<file path="config.mk">
export PLATFORM = sky130hd
export DESIGN_NAME = uart_msg_sender_flat
export DESIGN_NICKNAME = d
export VERILOG_FILES = /design/src/rtl/uart_msg_sender_if.sv /design/src/rtl/uart_msg_sender.sv /design/src/flat_wrapper.sv
export SDC_FILE = /design/constraint.sdc
export NUM_CORES = 1
export LEC_CHECK = 0
export CAP_MARGIN = 20
export CORE_AREA = 3 3 76 78
export DETAILED_ROUTE_END_ITERATION = 8
export DIE_AREA = 0 0 79 81
export SETUP_SLACK_MARGIN = 0.2
export SYNTH_ARGS = -nofsm -noshare
export SYNTH_HDL_FRONTEND = slang
export SYNTH_SLANG_ARGS = --single-unit
</file>
<file path="constraint.sdc">
create_clock -name clk -period 2 [get_ports clk]
set_input_delay 0.4 -clock clk [delete_from_list [all_inputs] [get_ports clk]]
set_output_delay 0.4 -clock clk [all_outputs]
set_load 0.03 [all_outputs]
</file>
<file path="src/rtl/uart_msg_sender_if.sv">
// Handshake bundle between uart_msg_sender, its requester and uart_tx.
// slave is the formatter's view; master is the driving side (requester + transmitter).
interface uart_msg_sender_if;
    logic        i_send;
    logic [23:0] i_data;
    logic        i_tx_busy;
    logic        i_tx_done;
    logic        o_tx_start;
    logic [7:0]  o_tx_data;
    logic        o_busy;
    logic        o_done;

    modport slave (
        input  i_send, i_data, i_tx_busy, i_tx_done,
        output o_tx_start, o_tx_data, o_busy, o_done
    );

    modport master (
        output i_send, i_data, i_tx_busy, i_tx_done,
        input  o_tx_start, o_tx_data, o_busy, o_done
    );
endinterface

</file>
<file path="src/rtl/uart_msg_sender.sv">
// Formats a BCD HH:MM:SS snapshot plus end-of-line into bytes for uart_tx.
// Define MSG_PENDING_EN to queue one request that arrives while a frame is in flight.
module uart_msg_sender #(
    parameter logic [7:0] SEP_CHAR = 8'h3A,
    parameter bit         EOL_CRLF = 1'b1
) (
    input logic               clk,
    input logic               rst,
    uart_msg_sender_if.slave  bus
);

    localparam logic [3:0] LastIdx = EOL_CRLF ? 4'd9 : 4'd8;

    typedef enum logic [1:0] {StIdle, StSend, StWait, StDone} state_e;

    state_e      state_q, state_d;
    logic [3:0]  idx_q, idx_d;
    logic [23:0] snap_q, snap_d;
    logic        start_q, start_d;
    logic [7:0]  data_q, data_d;
    logic        busy_q, busy_d;
    logic        done_q, done_d;
`ifdef MSG_PENDING_EN
    logic        pend_q, pend_d;
    logic [23:0] pend_data_q, pend_data_d;
`endif

    function automatic logic [7:0] digit(input logic [3:0] n);
        return (n <= 4'd9) ? (8'h30 + {4'h0, n}) : 8'h3F;
    endfunction

    function automatic logic [7:0] frame_byte(input logic [23:0] s, input logic [3:0] i);
        case (i)
            4'd0:    return digit(s[23:20]);
            4'd1:    return digit(s[19:16]);
            4'd2:    return SEP_CHAR;
            4'd3:    return digit(s[15:12]);
            4'd4:    return digit(s[11:8]);
            4'd5:    return SEP_CHAR;
            4'd6:    return digit(s[7:4]);
            4'd7:    return digit(s[3:0]);
            4'd8:    return EOL_CRLF ? 8'h0D : 8'h0A;
            default: return 8'h0A;
        endcase
    endfunction

    always_comb begin
        state_d = state_q;
        idx_d   = idx_q;
        snap_d  = snap_q;
        start_d = 1'b0;
        data_d  = data_q;
        busy_d  = busy_q;
        done_d  = 1'b0;
`ifdef MSG_PENDING_EN
        pend_d      = pend_q;
        pend_data_d = pend_data_q;
        // Requests in DONE are left for IDLE to pick up if still asserted.
        if (bus.i_send && busy_q && (state_q != StDone)) begin
            pend_d      = 1'b1;
            pend_data_d = bus.i_data;
        end
`endif
        case (state_q)
            StIdle: begin
                if (bus.i_send) begin
                    snap_d  = bus.i_data;
                    idx_d   = 4'd0;
                    busy_d  = 1'b1;
                    state_d = StSend;
                end
            end
            StSend: begin
                if (!bus.i_tx_busy) begin
                    start_d = 1'b1;
                    data_d  = frame_byte(snap_q, idx_q);
                    state_d = StWait;
                end
            end
            StWait: begin
                if (bus.i_tx_done) begin
                    if (idx_q == LastIdx) begin
                        done_d  = 1'b1;
                        state_d = StDone;
                    end else begin
                        idx_d   = idx_q + 4'd1;
                        state_d = StSend;
                    end
                end
            end
            StDone: begin
`ifdef MSG_PENDING_EN
                if (pend_q) begin
                    pend_d  = 1'b0;
                    snap_d  = pend_data_q;
                    idx_d   = 4'd0;
                    state_d = StSend;
                end else begin
                    busy_d  = 1'b0;
                    state_d = StIdle;
                end
`else
                busy_d  = 1'b0;
                state_d = StIdle;
`endif
            end
            default: state_d = StIdle;
        endcase
    end

    always_ff @(posedge clk or negedge rst) begin
        if (!rst) begin
            state_q     <= StIdle;
            idx_q       <= 4'd0;
            snap_q      <= 24'h0;
            start_q     <= 1'b0;
            data_q      <= 8'h00;
            busy_q      <= 1'b0;
            done_q      <= 1'b0;
`ifdef MSG_PENDING_EN
            pend_q      <= 1'b0;
            pend_data_q <= 24'h0;
`endif
        end else begin
            state_q     <= state_d;
            idx_q       <= idx_d;
            snap_q      <= snap_d;
            start_q     <= start_d;
            data_q      <= data_d;
            busy_q      <= busy_d;
            done_q      <= done_d;
`ifdef MSG_PENDING_EN
            pend_q      <= pend_d;
            pend_data_q <= pend_data_d;
`endif
        end
    end

    assign bus.o_tx_start = start_q;
    assign bus.o_tx_data  = data_q;
    assign bus.o_busy     = busy_q;
    assign bus.o_done     = done_q;

endmodule

</file>
<file path="src/flat_wrapper.sv">
// flat-port wrapper written by rule: the top's interface ports become plain ports
module uart_msg_sender_flat 
#(
    parameter logic [7:0] SEP_CHAR = 8'h3A,
    parameter bit         EOL_CRLF = 1'b1
)
  (clk, rst, bus_i_send, bus_i_data, bus_i_tx_busy, bus_i_tx_done, bus_o_tx_start, bus_o_tx_data, bus_o_busy, bus_o_done);
  uart_msg_sender_if bus_i ();
  input logic clk;
  input logic rst;
  input wire logic [$bits(bus_i.i_send)-1:0] bus_i_send;
  input wire logic [$bits(bus_i.i_data)-1:0] bus_i_data;
  input wire logic [$bits(bus_i.i_tx_busy)-1:0] bus_i_tx_busy;
  input wire logic [$bits(bus_i.i_tx_done)-1:0] bus_i_tx_done;
  output wire logic [$bits(bus_i.o_tx_start)-1:0] bus_o_tx_start;
  output wire logic [$bits(bus_i.o_tx_data)-1:0] bus_o_tx_data;
  output wire logic [$bits(bus_i.o_busy)-1:0] bus_o_busy;
  output wire logic [$bits(bus_i.o_done)-1:0] bus_o_done;
  assign bus_i.i_send = bus_i_send;
  assign bus_i.i_data = bus_i_data;
  assign bus_i.i_tx_busy = bus_i_tx_busy;
  assign bus_i.i_tx_done = bus_i_tx_done;
  assign bus_o_tx_start = bus_i.o_tx_start;
  assign bus_o_tx_data = bus_i.o_tx_data;
  assign bus_o_busy = bus_i.o_busy;
  assign bus_o_done = bus_i.o_done;
  uart_msg_sender #(.SEP_CHAR(SEP_CHAR), .EOL_CRLF(EOL_CRLF)) u_core (.clk(clk), .rst(rst), .bus(bus_i));
endmodule
</file>
# Word level (Yosys, flattened, before mapping)
# Index checks and enable logic that the tools add are counted.
# classes
n_mux,23
n_reduce_logical,10
n_eq_ne,16
n_bitwise,1
n_addsub,7
n_lt_le_gt_ge,6
# op_table
operator,n
8-bit case mux with 8 select lines,1
8-bit 2-to-1 mux,6
"6-bit by 4-bit adder with 7-bit output, first input constant",6
"4-bit less-or-equal comparator, second input constant",6
"4-bit by 3-bit equality test with 1-bit output, second input constant",4
4-bit 2-to-1 mux,3
"4-bit by 2-bit equality test with 1-bit output, second input constant",2
"4-bit equality test, second input constant",2
2-bit 2-to-1 mux,4
"2-bit != test, second input constant",4
2-bit case mux with 4 select lines,1
4-bit case mux with 2 select lines,1
1-bit 2-to-1 mux,6
2-bit AND reduction,3
"4-bit by 1-bit adder with 4-bit output, second input constant",1
"2-bit equality test, second input constant",2
"4-bit by 1-bit equality test with 1-bit output, second input constant",1
4-bit zero test,1
4-bit AND reduction,1
2-bit nonzero test,2
3-bit AND reduction,1
"2-bit by 1-bit equality test with 1-bit output, second input constant",1
2-bit zero test,1
1-bit case mux with 2 select lines,1
other kinds (2),2
# word_totals
elab_cells,70
reg_bits,41
out_inout_bits,11
input_bits,29

# Depth between registers and ports, before layout
# Gate-level depths: netlist (run 1).
# logic_depth
ltp_word,4
depth_mapped,7
depth_no_buf,7

# Worst setup path before layout (run 1)
# No wires, ideal clock.
# synth_timing
kind,reg-to-reg
start,register u_core.idx_q[0]
end,"register u_core.data_q[1], in the netlist u_core.bus.o_tx_data[1]"
setup_slack_ps,390
period_less_slack_ps,1610
t_required_ps,1868
setup_time_ps,132
arrival_ps,1478
path_buffers,0
stages_incl_launch_ff,8
cell_sequence,dfrtp_1 inv_1 ha_1 nor4_1 a211oi_1 o311ai_1 a2111oi_2 o21ai_1
# synth_via
elab_chain_len,3
word_cells_on_any_way,11
cone_classes,eq/ne (8); mux (1); reduce/logical (2)
# synth_lines
element,line_no,text
"start, declared",uart_msg_sender.sv:17,"logic [3:0] idx_q, idx_d;"
"start signal, assigned",uart_msg_sender.sv:126,idx_q <= idx_d;
4-bit by 2-bit equality test with 1-bit output / 4-bit by 3-bit equality test with 1-bit output (equally long branches),uart_msg_sender.sv:33,case (i)
2-bit OR reduction (no source line),-,
8-bit case mux with 8 select lines (*),uart_msg_sender.sv:33,
"end signal, assigned",uart_msg_sender.sv:129,data_q <= data_d;
"end, declared",uart_msg_sender.sv:20,"logic [7:0] data_q, data_d;"
# Every way passes the cells marked *; elsewhere a longest branch is shown, timed or not.
# A chain may end at the register's enable or synchronous reset.

==> results of run 1 <==
per-stage QoR:
step                      instance area, um2  worst slack (ns)
after global placement                  2500             0.129
after floorplan                         2020             0.390
after CTS                               2610             0.226
after global routing                    2680             0.172
after detailed placement                2500             0.114
final                                   2680             0.247
metal layers:
metal | routed length (um) | up-vias
met5 | 0 | -
met1 | 2040 | 721
met2 | 1970 | 35
met4 | 91 | 0
met3 | 169 | 9
li1 | - | 727
sequential cells by signal, indices dropped and copies added (netlist names):
signal / flops
u_core.snap_q: 24
u_core.bus.o_tx_data: 5
u_core.idx_q: 4
u_core.state_q: 2
u_core.bus.o_busy: 1
u_core.bus.o_done: 1
u_core.bus.o_tx_start: 1
what timing repair did:
item,CTS,global route
buffers inserted,1,1
cloned,0,0
endpoints found under the setup margin,2,10
pin swaps,1,4
gates resized for setup,3,15
synthesized netlist by cell type, drive strengths merged, types with 2 or more instances:
cell / n / area share (%)
nand2: 12 / 2.2
inv: 6 / 1.1
nand2b: 4 / 1.2
nor3b: 3 / 1.1
mux2i: 2 / 0.99
nor3: 3 / 0.99
a211oi: 4 / 1.5
xor2: 2 / 0.87
o21ai: 13 / 3.2
nor4: 2 / 0.62
a21o: 2 / 0.74
buf: 10 / 4.2
nor2: 9 / 1.8
o22ai: 3 / 0.93
a221oi: 2 / 0.87
nor2b: 5 / 2.0
a222oi: 2 / 0.99
a21oi: 7 / 1.7
ha: 4 / 2.5
nand3b: 2 / 0.74
dfrtp: 38 / 47
nand3: 2 / 0.50
mux2: 22 / 15
kinds of logic after synthesis:
kind of cell | after synthesis
buffers and inverters | 17
flip-flops | 38
AO/OA/AOI/OAI | 43
multiplexers | 24
adder cells (fa/ha/maj) | 4
other | 1
AND/OR/NAND/NOR | 47
XOR/XNOR | 2
power by group:
part | internal, uW | switching [uW] | total (uW) | leakage (uW)
clock network | 278 | 274 | 553 | 0.0000482
registers | 1110 | 364 | 1480 | 0.000457
logic | 958 | 777 | 1730 | 0.000625
total | 2350 | 1420 | 3760 | 0.00113
cell type report:
class,instances,area share (%)
clock inverter,1,0.187
multi-input combinational,122,38.2
sequential,38,35.6
clock buffer,7,3.23
inverter,6,0.842
tap,70,3.27
timing repair buffer,49,18.7
final timing paths:
path | start | to | slack [ns] | cells past startpoint
worst max-delay path | u_core.bus.o_tx_data[4] | bus_o_tx_data[5] | 0.25 | 1
worst min-delay path | rst | u_core.snap_q[20] | 0.05 | 1
worst max register to register | u_core.idx_q[1] | u_core.state_q[1] | 0.25 | 7
worst min register to register | u_core.bus.o_tx_data[2] | u_core.bus.o_tx_data[2] | 0.49 | 2
max in group asynchronous | rst | u_core.idx_q[1] | 1.48 | 2
min in group clk | u_core.bus.o_tx_data[2] | u_core.bus.o_tx_data[2] | 0.49 | 2
==> flow_metrics.tcl, run 1 <==
set metrics [dict create \
    slew_violations 0 \
    clk_latency_ns 0.29 \
    wl_per_cell_um 14.6 \
    synth_area_um2 2020 \
    area_growth_pct 32.6 \
    crit_buf_inv 1 \
    layout-drive-gt1-share_pct 23.3 \
    grt_pass1_vias 1422 \
    cts_tree "done" \
    crit_family "buffers and inverters" \
    die_y_um 81 \
    synthAdderAreaFrac_pct 2.48 \
    status "complete, no violations" \
    detailedRoute.firstIterationViolations 54 \
    crit_arrival_ns 1.35 \
    initial_core_util_pct 39.3 \
    yosys.area_share.simple_pct 13.5 \
    power_density_nw_per_um2 1410 \
    tns_ns 0 \
    die_area_um2 6400 \
    fin_crit_ns 1.75 \
    postRouteAntennaNets 0 \
    dp_cells 283 \
    synth-compound-area-share_pct 14.5 \
    max_freq_mhz 570 \
    grt_pass1_wl_mm 7.11 \
    cp-start-kind "register" \
    grt_max_degree 21 \
    synth_top_family_by_area "multiplexers" \
    async_flop_share_pct 100 \
    crit_path_end_kind "output port" \
    period_share_pct 87.7 \
    synthMuxAreaShare_pct 15.9 \
    ios 40 \
    finalSetupViolCount 0 \
    dp_hpwl_mm 3.19 \
    layout.cells.non_filler 293 \
    met3_usage_pct 3.44 \
    grt.busiest_layer "met2" \
    drc 0 \
    vias 1492 \
    seq_area_frac_synth_pct 47.1 \
    dr.pass1.iters 4 \
    ctsLongestPathBuffers 2 \
    ys_ff_latch 38 \
    num-fill-cells 502 \
    max_cap_violations 0 \
    rsz0062_at_grt "true" \
    synth_xor_area_share_pct 0.868 \
    required_ns 1.60 \
    gr-total-overflow 0 \
    multiInputGateArea_um2 1020 \
    finalHoldWorstSlack_ns 0.0502 \
    critPathMaxStageDelay_ns 0.68 \
    synth_area_per_cell_um2 11.5 \
    viasPerCell 5.09 \
    power_uw 3760 \
    fin_util_pct 52.1 \
    clock-sinks 38 \
    seq_area_um2 953 \
    fin_skew_ns 0.00525 \
    gp_congestion 0.807 \
    synth_cell_types 48 \
    grt_usage_pct 14.6 \
    portBuffers 37 \
    use_met1_pct 20.3 \
    hp-class "input pin to asynchronous set/reset pin" \
    cp_max_fo 3 \
    die_x_um 79 \
    vdd_drop_max_mv 0.560 \
    antenna_found_initial 0 \
    root_buffer "clkbuf_8" \
    drt_wl_total_mm 4.27 \
    clkSlewWorstSetupHoldPaths_ns 0.08 \
    power_leakage_uw 0.00113 \
    final_cell_mix "36 x dfrtp_1, 35 x clkdlybuf4s50_1, 14 x mux2_4" \
    mostFrequentLayoutCell "dfrtp_1" \
    ctsHoldBuffers 0 \
    diodes 0 \
    grt_util_met2_pct 21.1 \
    path_cells "clkdlybuf4s50_1" \
    cp_slowest_cell "clkdlybuf4s50_1" \
    row_count 26 \
    ys.flop_type "dfrtp_1" \
    ys_warn_count 0 \
    ctsHtreeMaxLevel 2 \
    synth_edf_count 0 \
    path_class "register to output port" \
    synth_cells 176 \
    cts_buffers 5 \
    coreArea_um2 5140 \
    nets 255 \
    finalHoldViolCount 0 \
]
Note: power is estimated with default switching activity, not from simulation.
==> inputs of run 2 (changes only) <==
--- a/config.mk
+++ b/config.mk
@@ -7,8 +7,10 @@
 export LEC_CHECK = 0
 export CAP_MARGIN = 20
 export CORE_AREA = 3 3 76 78
+export CTS_BUF_LIST = sky130_fd_sc_hd__clkbuf_4 sky130_fd_sc_hd__clkbuf_8
 export DETAILED_ROUTE_END_ITERATION = 8
 export DIE_AREA = 0 0 79 81
+export DONT_BUFFER_PORTS = 1
 export SETUP_SLACK_MARGIN = 0.2
 export SYNTH_ARGS = -nofsm -noshare
 export SYNTH_HDL_FRONTEND = slang
==> run 2 against run 1 <==
Maximum frequency down 1.5%. Non-clock buffer count down 37. Worst setup slack got worse by 0.027 ns. Worst hold slack improved by 0.19 ns. Largest cell class unchanged.
==> flow_metrics.tcl, run 2 (synthesized netlist as in run 1, its figures left out) <==
set metrics [dict create \
    crit_arrival_ns 1.95 \
    detailedRoute.firstIterationViolations 137 \
    p_sw_uw 1460 \
    switching_share_pct 39.0 \
    drt_wl_total_mm 4.48 \
    final_area_um2 2360 \
    power_density_nw_per_um2 1580 \
    finalSetupViolCount 0 \
    hp-class "input pin to register" \
    critPathMaxStageDelay_ns 0.46 \
    root_buffer "clkbuf_8" \
    cp_max_fo 5 \
    dp_hpwl_mm 3.14 \
    r2r_slack_ns 0.22 \
    crit_family "flip-flops" \
    crit_buf_inv 2 \
    grt_pass1_vias 1358 \
    reg2reg_from "u_core.idx_q[1]" \
    holdPathEnd "u_core.snap_q[2]" \
    crit_cells 7 \
    area_growth_pct 17.0 \
    nets 218 \
    worst_slew_pin_slew_ns 0.569 \
    clock_power_share_pct 17.3 \
    p_seq_share_pct 43.7 \
    finalHoldViolCount 0 \
    cts_tree "done" \
    largest_reg_flops 24 \
    layout.cells.non_filler 256 \
    die_area_um2 6400 \
    max_cap_violations 0 \
    final_cell_mix "34 x dfrtp_1, 14 x mux2_4, 12 x nand2_1" \
    required_ns 2.17 \
    postRouteAntennaNets 0 \
    power_leakage_uw 0.000984 \
    rsz0062_at_grt "true" \
    cp-start-kind "register" \
    ios 40 \
    vdd_drop_max_mv 0.684 \
    clk_latency_ns 0.29 \
    gp_congestion 0.961 \
    vias 1370 \
    cp_slowest_cell "dfrtp_2" \
    die_x_um 79 \
    period_share_pct 89.0 \
    ctsHtreeMaxLevel 2 \
    dpl-instance-area_um2 2060 \
    gr-total-overflow 0 \
    wl_per_cell_um 17.5 \
    p_int_uw 2280 \
    slew_violations 0 \
    fin_skew_ns 0.00731 \
    max_freq_mhz 561 \
    crit_path_end_kind "register" \
    diodes 0 \
    drc 0 \
    clock-sinks 38 \
    finalHoldWorstSlack_ns 0.236 \
    hold_path_depth 2 \
    layout-drive-gt1-share_pct 29.6 \
    clkSlewWorstSetupHoldPaths_ns 0.08 \
    antenna_found_initial 0 \
    dp_cells 240 \
    die_y_um 81 \
    portBuffers 0 \
    grt_max_degree 39 \
    r2r_end "u_core.bus.o_tx_data[3]" \
    mostFrequentLayoutCell "dfrtp_1" \
    grt_pass1_wl_mm 7.05 \
    r2r_cells 7 \
    coreArea_um2 5140 \
    maxSlewHeadroom_pct 62.1 \
    grt_usage_pct 14.1 \
    viasPerCell 5.35 \
    cts_buffers 5 \
    p_comb_share_pct 39.0 \
    path_cells "buf_6 > ha_4 > buf_4 > a222oi_1 > mux2i_1 > nor3b_2 > o21ai_1" \
    tns_ns 0 \
    row_count 26 \
    dr.pass1.iters 4 \
    worstHoldStart "bus_i_data[2]" \
    status "complete, no violations" \
    largest_register "u_core.snap_q" \
    path_class "register to register" \
    fin_crit_ns 1.78 \
    ctsLongestPathBuffers 2 \
    initial_core_util_pct 39.3 \
]
[run 2: changes by cell type in the layout (fill, tap and decap cells not counted), moves of 2 or more]
cell,before,now
dfrtp_2,2,4
clkinvlp_4,0,2
clkdlybuf4s50_1,35,0
inv_4,0,2
inv_2,2,0
ha_4,2,4
dfrtp_1,36,34
ha_2,2,0
[run 2: metrics by stage]
stage | utilization [%] | setup WS [ns] | power (uW)
after floorplan | - | 0.390 | 2590
after global placement | 40.1 | 0.255 | 2830
after detailed placement | 40.1 | 0.130 | 2880
after CTS | 43.2 | 0.219 | 3580
after global routing | 45.9 | 0.132 | 3990
final | 45.9 | 0.219 | 3740
[run 2: worst max-delay path by stage]
stage | to | slack (ns) | startpoint
after floorplan | u_core.bus.o_tx_data[1] | 0.39 | u_core.idx_q[0]
after global placement | u_core.bus.o_tx_data[1] | 0.26 | u_core.idx_q[0]
after detailed placement | u_core.bus.o_tx_data[1] | 0.13 | u_core.idx_q[0]
after CTS | u_core.bus.o_tx_data[1] | 0.22 | u_core.idx_q[0]
after global routing | u_core.bus.o_tx_data[1] | 0.13 | u_core.idx_q[1]
final | u_core.bus.o_tx_data[3] | 0.22 | u_core.idx_q[1]
[run 2: repair_timing]
action	4_1_cts	5_1_grt
endpoints found under the hold margin	38	0
setup endpoints to repair	1	5
pin swaps	2	8
gates resized for setup	3	22
buffers inserted	1	5
hold buffers	2	0
[run 2: area by class of cell]
class	count	area, um2
Inverter	6	27.5
Fill cell	515	2780
Clock inverter	3	45.0
Sequential cell	38	956
Tap cell	70	87.6
Timing Repair Buffer	12	125
Clock buffer	5	68.8
Multi-Input combinational cell	122	1050
[run 2: per-layer routing]
metal,global-route usage (%),part of all wire [%],vias up
li1,-,-,650
met1,19.8,45,674
met2,20.6,48,37
met3,4.32,5.2,9
met4,4.98,1.6,0
met5,0,0,-
[run 2: power groups by stage]
| stage | clock network [uW] | registers [uW] | logic [uW] |
|---|---|---|---|
| after floorplan | 0 | 1470 | 1120 |
| after global placement | 0 | 1610 | 1220 |
| after detailed placement | 0 | 1620 | 1260 |
| after CTS | 667 | 1610 | 1300 |
| after global routing | 710 | 1690 | 1590 |
| final | 649 | 1630 | 1460 |
